**config.mk**
```make
export PLATFORM = sky130hd
export DESIGN_NAME = ex_muldiv_unit
export DESIGN_NICKNAME = d
export VERILOG_FILES = /design/src/rtl/riscv_pkg.sv /design/src/rtl/md_div_step.sv /design/src/rtl/ex_muldiv_unit.sv
export SDC_FILE = /design/constraint.sdc
export NUM_CORES = 1
export LEC_CHECK = 0
export ABC_AREA = 1
export CORE_AREA = 2 2 234 236
export CTS_CLUSTER_SIZE = 24
export DETAILED_ROUTE_END_ITERATION = 10
export DIE_AREA = 0 0 236 238
export GPL_ROUTABILITY_DRIVEN = 0
export PLACE_DENSITY_LB_ADDON = 0.08
export SLEW_MARGIN = 20
export SYNTH_ARGS = -nofsm -noshare
export SYNTH_HDL_FRONTEND = slang
export SYNTH_HIERARCHICAL = 1
export SYNTH_SLANG_ARGS = --single-unit
```
**constraint.sdc**
```tcl
create_clock -name clk -period 7.1 [get_ports clk]
set_clock_uncertainty 0.2 [all_clocks]
set_input_delay 1.42 -clock clk [delete_from_list [all_inputs] [get_ports clk]]
set_output_delay 1.42 -clock clk [all_outputs]
set_load 0.02 [all_outputs]
```
**src/rtl/riscv_pkg.sv**
```systemverilog
// Shared RV32M encodings and state type for the execute-stage multiply/divide unit.
package riscv_pkg;

  localparam logic [6:0] FUNCT7_MULDIV = 7'b0000001;

  typedef enum logic [2:0] {
    MD_MUL    = 3'd0,
    MD_MULH   = 3'd1,
    MD_MULHSU = 3'd2,
    MD_MULHU  = 3'd3,
    MD_DIV    = 3'd4,
    MD_DIVU   = 3'd5,
    MD_REM    = 3'd6,
    MD_REMU   = 3'd7
  } md_op_e;

  typedef enum logic [1:0] {
    IDLE = 2'd0,
    CALC = 2'd1,
    DONE = 2'd2
  } md_state_e;

endpackage

```
**src/rtl/md_div_step.sv**
```systemverilog
// One restoring-division step: shifts the next dividend bit into the remainder and
// subtracts the divisor when it fits; combinational, no backpressure.
module md_div_step #(
  parameter int XLEN = 32
) (
  input  logic [XLEN-1:0] rem_i,
  input  logic [XLEN-1:0] quo_i,
  input  logic [XLEN-1:0] divisor_i,
  output logic [XLEN-1:0] rem_o,
  output logic [XLEN-1:0] quo_o
);

  logic [XLEN:0] trial;
  logic [XLEN:0] diff;
  logic          fits;

  // rem_i < divisor, so trial < 2*divisor and the top bit of diff is a pure borrow.
  assign trial = {rem_i, quo_i[XLEN-1]};
  assign diff  = trial - {1'b0, divisor_i};
  assign fits  = ~diff[XLEN];

  assign rem_o = fits ? diff[XLEN-1:0] : trial[XLEN-1:0];
  assign quo_o = {quo_i[XLEN-2:0], fits};

endmodule

```
**src/rtl/ex_muldiv_unit.sv**
```systemverilog
// RV32M iterative multiply/divide: XLEN+1 cycles per op, 1 cycle for divide special cases
// (and for multiplies when FAST_MUL_EN is defined); stall_o holds upstream until result_valid_o.
module ex_muldiv_unit
  import riscv_pkg::*;
#(
  parameter int XLEN = 32
) (
  input  logic            clk,
  input  logic            rst,
  input  logic            md_valid_i,
  input  logic [2:0]      funct3_i,
  input  logic [XLEN-1:0] op_a_i,
  input  logic [XLEN-1:0] op_b_i,
  input  logic            flush_i,
  output logic            stall_o,
  output logic            result_valid_o,
  output logic [XLEN-1:0] result_o
);

  localparam int CW = $clog2(XLEN);

  md_state_e       state_q, state_d;
  md_op_e          op_q;
  logic            sa_q, sb_q;
  logic [XLEN-1:0] a_q, b_q, hi_q, lo_q, result_q;
  logic [CW-1:0]   cnt_q;

  md_op_e          op_i;
  logic            is_div_i, sa_i, sb_i, div_zero, div_ovf, special, fast, accept, last;
  logic [XLEN-1:0] abs_a, abs_b, special_res, fast_res, calc_res;
  logic [XLEN:0]   mul_sum;
  logic [XLEN-1:0] mul_hi_n, mul_lo_n, div_rem_n, div_quo_n, step_hi, step_lo;

  // Turns unsigned magnitudes {hi,lo} back into the architectural result for op.
  function automatic logic [XLEN-1:0] fixup(input md_op_e op, input logic sa, input logic sb,
                                             input logic [XLEN-1:0] hi, input logic [XLEN-1:0] lo);
    logic [2*XLEN-1:0] prod;
    prod = {hi, lo};
    if (sa ^ sb) prod = -prod;
    case (op)
      MD_MUL:           fixup = prod[XLEN-1:0];
      MD_DIV, MD_DIVU:  fixup = (sa ^ sb) ? -lo : lo;
      MD_REM, MD_REMU:  fixup = sa ? -hi : hi;
      default:          fixup = prod[2*XLEN-1:XLEN];
    endcase
  endfunction

  assign op_i     = md_op_e'(funct3_i);
  assign is_div_i = funct3_i[2];
  assign sa_i     = op_a_i[XLEN-1] & (op_i inside {MD_MUL, MD_MULH, MD_MULHSU, MD_DIV, MD_REM});
  assign sb_i     = op_b_i[XLEN-1] & (op_i inside {MD_MUL, MD_MULH, MD_DIV, MD_REM});
  assign abs_a    = sa_i ? -op_a_i : op_a_i;
  assign abs_b    = sb_i ? -op_b_i : op_b_i;

  assign div_zero = is_div_i && (op_b_i == '0);
  assign div_ovf  = (op_i inside {MD_DIV, MD_REM}) && (op_a_i == {1'b1, {(XLEN-1){1'b0}}})
                    && (op_b_i == '1);
  assign special  = div_zero || div_ovf;

  always_comb begin
    special_res = '0;
    if (div_zero) special_res = funct3_i[1] ? op_a_i : '1;
    else if (div_ovf) special_res = funct3_i[1] ? '0 : op_a_i;
  end

`ifdef FAST_MUL_EN
  logic [2*XLEN-1:0] fast_prod;
  assign fast_prod = {{XLEN{1'b0}}, abs_a} * {{XLEN{1'b0}}, abs_b};
  assign fast      = !is_div_i;
  assign fast_res  = fixup(op_i, sa_i, sb_i, fast_prod[2*XLEN-1:XLEN], fast_prod[XLEN-1:0]);
`else
  assign fast      = 1'b0;
  assign fast_res  = '0;
`endif

  assign accept = (state_q == IDLE) && md_valid_i && !flush_i;
  assign last   = (cnt_q == CW'(XLEN-1));

  // Multiply: lo_q holds the remaining multiplier bits and receives product low bits.
  assign mul_sum  = {1'b0, hi_q} + (lo_q[0] ? {1'b0, a_q} : '0);
  assign mul_hi_n = mul_sum[XLEN:1];
  assign mul_lo_n = {mul_sum[0], lo_q[XLEN-1:1]};

  md_div_step #(.XLEN(XLEN)) u_div_step (
    .rem_i     (hi_q),
    .quo_i     (lo_q),
    .divisor_i (b_q),
    .rem_o     (div_rem_n),
    .quo_o     (div_quo_n)
  );

  assign step_hi  = op_q[2] ? div_rem_n : mul_hi_n;
  assign step_lo  = op_q[2] ? div_quo_n : mul_lo_n;
  assign calc_res = fixup(op_q, sa_q, sb_q, step_hi, step_lo);

  always_ff @(posedge clk) begin
    if (!rst) state_q <= IDLE;
    else      state_q <= state_d;
  end

  always_comb begin
    state_d = state_q;
    case (state_q)
      IDLE:    if (accept) state_d = (special || fast) ? DONE : CALC;
      CALC:    if (last) state_d = DONE;
      default: state_d = IDLE;
    endcase
    if (flush_i) state_d = IDLE;
  end

  always_comb begin
    result_valid_o = (state_q == DONE);
    stall_o        = md_valid_i && !result_valid_o;
  end

  always_ff @(posedge clk) begin
    if (!rst) begin
      op_q <= MD_MUL; sa_q <= 1'b0; sb_q <= 1'b0; cnt_q <= '0;
      a_q <= '0; b_q <= '0; hi_q <= '0; lo_q <= '0; result_q <= '0;
    end else if (accept) begin
      op_q  <= op_i;
      sa_q  <= sa_i;
      sb_q  <= sb_i;
      cnt_q <= '0;
      a_q   <= abs_a;
      b_q   <= abs_b;
      hi_q  <= '0;
      lo_q  <= is_div_i ? abs_a : abs_b;
      if (special)   result_q <= special_res;
      else if (fast) result_q <= fast_res;
    end else if (state_q == CALC && !flush_i) begin
      hi_q  <= step_hi;
      lo_q  <= step_lo;
      cnt_q <= cnt_q + 1'b1;
      if (last) result_q <= calc_res;
    end
  end

  assign result_o = result_q;

endmodule

```
==> impl_metrics.csv <==
group,metric,value,unit
cells_and_area,finalInstanceArea,20600,um^2
floorplan,start_util,34.8,%
yosys,synth_top_area_share,20.6,%
yosys,synth_edf_count,0,
run_status,status,"finished clean",
clock_tree,clock_latency,0.47,ns
floorplan,coreArea,53500,um^2
worst_setup_path,rr_worst_depth,29,
timing,slew_violations,0,
floorplan,dieArea,56200,um^2
clock_tree,path_clk_slew,0.07,ns
cells_and_area,drive_above_1_share,4.52,%
grt,grt_max_degree,80,
timing,holdWs,0.260,ns
worst_setup_path,crit_path_start_kind,"flip-flop",
grt,grt-ovfl-total,0,
worst_setup_path,cp.required,7.22,ns
yosys,ys_seq_area_share,18.5,%
yosys,synth_ff_type,"dfxtp_1",
worst_setup_path,slowest_delay,0.56,ns
place,dp_cells,4029,
floorplan,rows,85,
yosys,synth_warnings,6,
yosys,netlist_area,18600,um^2
clock_tree,cts-root-buf,"clkbuf_16",
worst_setup_path,cpMostUsedCell,"nand2_2",
cells_and_area,fin_nets,3496,
clock_tree,clockBufferDepth,2,
detailed_routing,drc_errors,0,
worst_setup_path,cp-startpoint,"lo_q[31]",
clock_tree,cts_tree,"yes",
place,place_area,20100,um^2
clock_tree,htreeDepth,4,
yosys,syn_avg_cell_area,5.57,um^2
cells_and_area,fillers,6103,
yosys,syn-num-nets,3491,
detailed_routing,wl_per_cell,20.7,um
detailed_routing,ant_nets,0,
yosys,syn-instance-count,3347,
yosys,synth-async-reset-ratio,0,%
timing,tns,0,ns
worst_setup_path,cp-end-kind,"flip-flop",
worst_setup_path,worstSetupPathType,"reg -> reg",
yosys,synth.distinct_cells,53,
timing,worstMarginPinSlew,1.08,ns
grt,antenna_found_initial,4,
timing,max_freq,0.186,GHz
job,maxCapViolations,0,
detailed_routing,vias_per_cell,5.31,
timing,rsz0062_at_grt,"no",
floorplan,pin_count,105,
cells_and_area,area_delta_synth_final,10.7,%
power_and_ir_drop,irDropWorstVdd,183,uV
place,hpwl,68.6,mm
worst_setup_path,critPathSlowestCell,"o21ai_0",
yosys,ys_ff_latch,172,
grt,grtUsageTotal,29.6,%
clock_tree,ctsHoldBuffers,0,
timing,timing.final.crit_share,75.5,%
clock_tree,clkSinkCount,172,
floorplan,die_y,238,um
timing,finalHoldViolations,0,
floorplan,die_x,236,um
detailed_routing,wl,84.2,mm
grt,grt_pass1_vias,20600,
clock_tree,cts_buffers,17,
worst_setup_path,critPathCapture,"result_o[4]",
clock_tree,cts_resized,0,
timing,setup_viol,0,
clock_tree,postCtsSetupBuffers,0,
worst_setup_path,r2r-end,"result_o[4]",
yosys,synthTopCellsByArea,"nand2_1, dfxtp_1, inv_1, nor2_1, nand3_1",
timing,slew_headroom,27.7,%
timing,min_period,5.36,ns
power_and_ir_drop,power.leakage,0.0108,uW
detailed_routing,drtIter0Drc,2217,
place,port_buffers,104,
detailed_routing,vias,21600,
grt,grt_first_pass_wirelength,126,mm
cells_and_area,final_cells,4063,
power_and_ir_drop,powerDensity,163,nW/um^2
worst_setup_path,rrSetupSlack,1.74,ns
yosys,synth_top_area_cell,"nand2_1",
worst_setup_path,cp.arrival,5.49,ns
detailed_routing,drt_pass1_iterations,9,
worst_hold_path,worstHoldPathType,"reg -> reg",
worst_setup_path,reg2reg_from,"lo_q[31]",
worst_setup_path,critPathMaxFanout,33,
==> how the worst min path moves through the flow <==
stage | start | end | slack, ns | cells past startpoint
floorplan | a_q[0] | a_q[0] | 0.23 | 2
global placement | a_q[5] | a_q[5] | 0.24 | 2
detailed placement | a_q[5] | a_q[5] | 0.25 | 2
CTS | b_q[6] | b_q[6] | 0.26 | 2
global route | b_q[11] | b_q[11] | 0.27 | 2
finish | a_q[14] | a_q[14] | 0.26 | 2
==> layout by cell type, fill, tap and decap left out, types with 44 or more instances in the layout <==
cell             netlist  final
nand3_1              212    211
clkdlybuf4s50_1        0    103
nor2_1               300    297
xor2_1                82     82
o21ai_0              206    206
a21oi_1              151    151
ha_1                  71     71
dfxtp_1              172    171
nand4_1               44     44
inv_1                563    562
nand2_1             1022   1022
o211ai_1              58     58
==> registers in the layout (all words and copies together), names as in the netlist <==
signal    cells
op_q          3
result_o     32
cnt_q         5
sa_q          1
b_q          32
lo_q         32
state_q       2
hi_q         32
a_q          32
sb_q          1
==> Yosys cell counts, types with 2 or more instances <==
library cell,count
nor2_4,4
nand2_2,17
or2_2,17
xor2_1,82
inv_2,12
o21ai_1,24
o21ai_2,15
nand4_1,44
o21ai_0,206
nor3_2,4
clkinv_1,5
nand3b_1,9
dfxtp_1,172
nand2_1,1022
clkbuf_1,89
nor4_1,7
o22ai_1,7
nand3_1,212
a31oi_1,24
fa_1,2
o221ai_1,33
o311ai_0,3
nor3_1,40
o21bai_1,17
nand2_4,2
and2_1,7
or2_1,9
a21oi_2,4
nor2_2,8
buf_1,6
o211ai_1,58
buf_6,6
xnor2_1,15
nor2_1,300
ha_1,71
or2_0,18
a21oi_1,151
buf_4,35
inv_1,563
a21o_1,2
buf_2,13
==> per-stage QoR <==
step	power [uW]	setup slack [ns]	utilization, %
floorplan	1960	2.71	-
global placement	2420	1.41	37.5
detailed placement	2420	1.40	37.5
CTS	3350	1.87	38.5
global route	3540	1.37	38.5
finish	3370	1.74	38.5
==> worst max-delay path, delay by kind of cell (launching register included) <==
kind | cells | cell delay [ns]
flops | 1 | 0.43
buf+inv | 3 | 0.26
fa+ha+maj | 3 | 0.84
simple gates | 18 | 2.30
xor+xnor | 1 | 0.09
compound gates | 4 | 1.06
==> routing by layer <==
layer  track usage, %  wire, um  vias to the layer above
li1                 -         -                    10600
met1             38.2     36700                     9946
met3             3.67      5460                      181
met2             48.2     37500                      859
met5                0        31                        -
met4             15.6      4530                        6
==> cell type report <==
cell class                 count  area, um^2  area share, %
sequential                   172        3440           16.7
antenna                        3        7.51         0.0364
timing repair buffer         135        1280           6.22
multi-input combinational   2446       12300           59.6
clock buffer                  22         464           2.25
tap                          696         871           4.22
inverter                     580        2180           10.6
clock inverter                 9        88.8          0.431
==> cells by family (layout without fill, tap and decap cells) <==
logic type / Yosys count / count (layout) / synth area share [%]
buffers and inverters: 729 / 746 / 15.7
adder cells (fa/ha/maj): 73 / 73 / 4.98
flip-flops: 172 / 172 / 18.5
multiplexers: 1 / 1 / 0.0537
AND/OR/NAND/NOR: 1723 / 1723 / 38.8
other: 0 / 3 / 0
XOR/XNOR: 97 / 97 / 4.56
AO/OA/AOI/OAI: 552 / 552 / 17.4
==> power by group <==
group / switching [uW] / internal, uW / total, uW
clock: 430 / 500 / 930
combinational: 978 / 397 / 1380
sequential: 46.7 / 1010 / 1060
total: 1450 / 1910 / 3370
No activity file was read; power rests on OpenSTA's default activity.
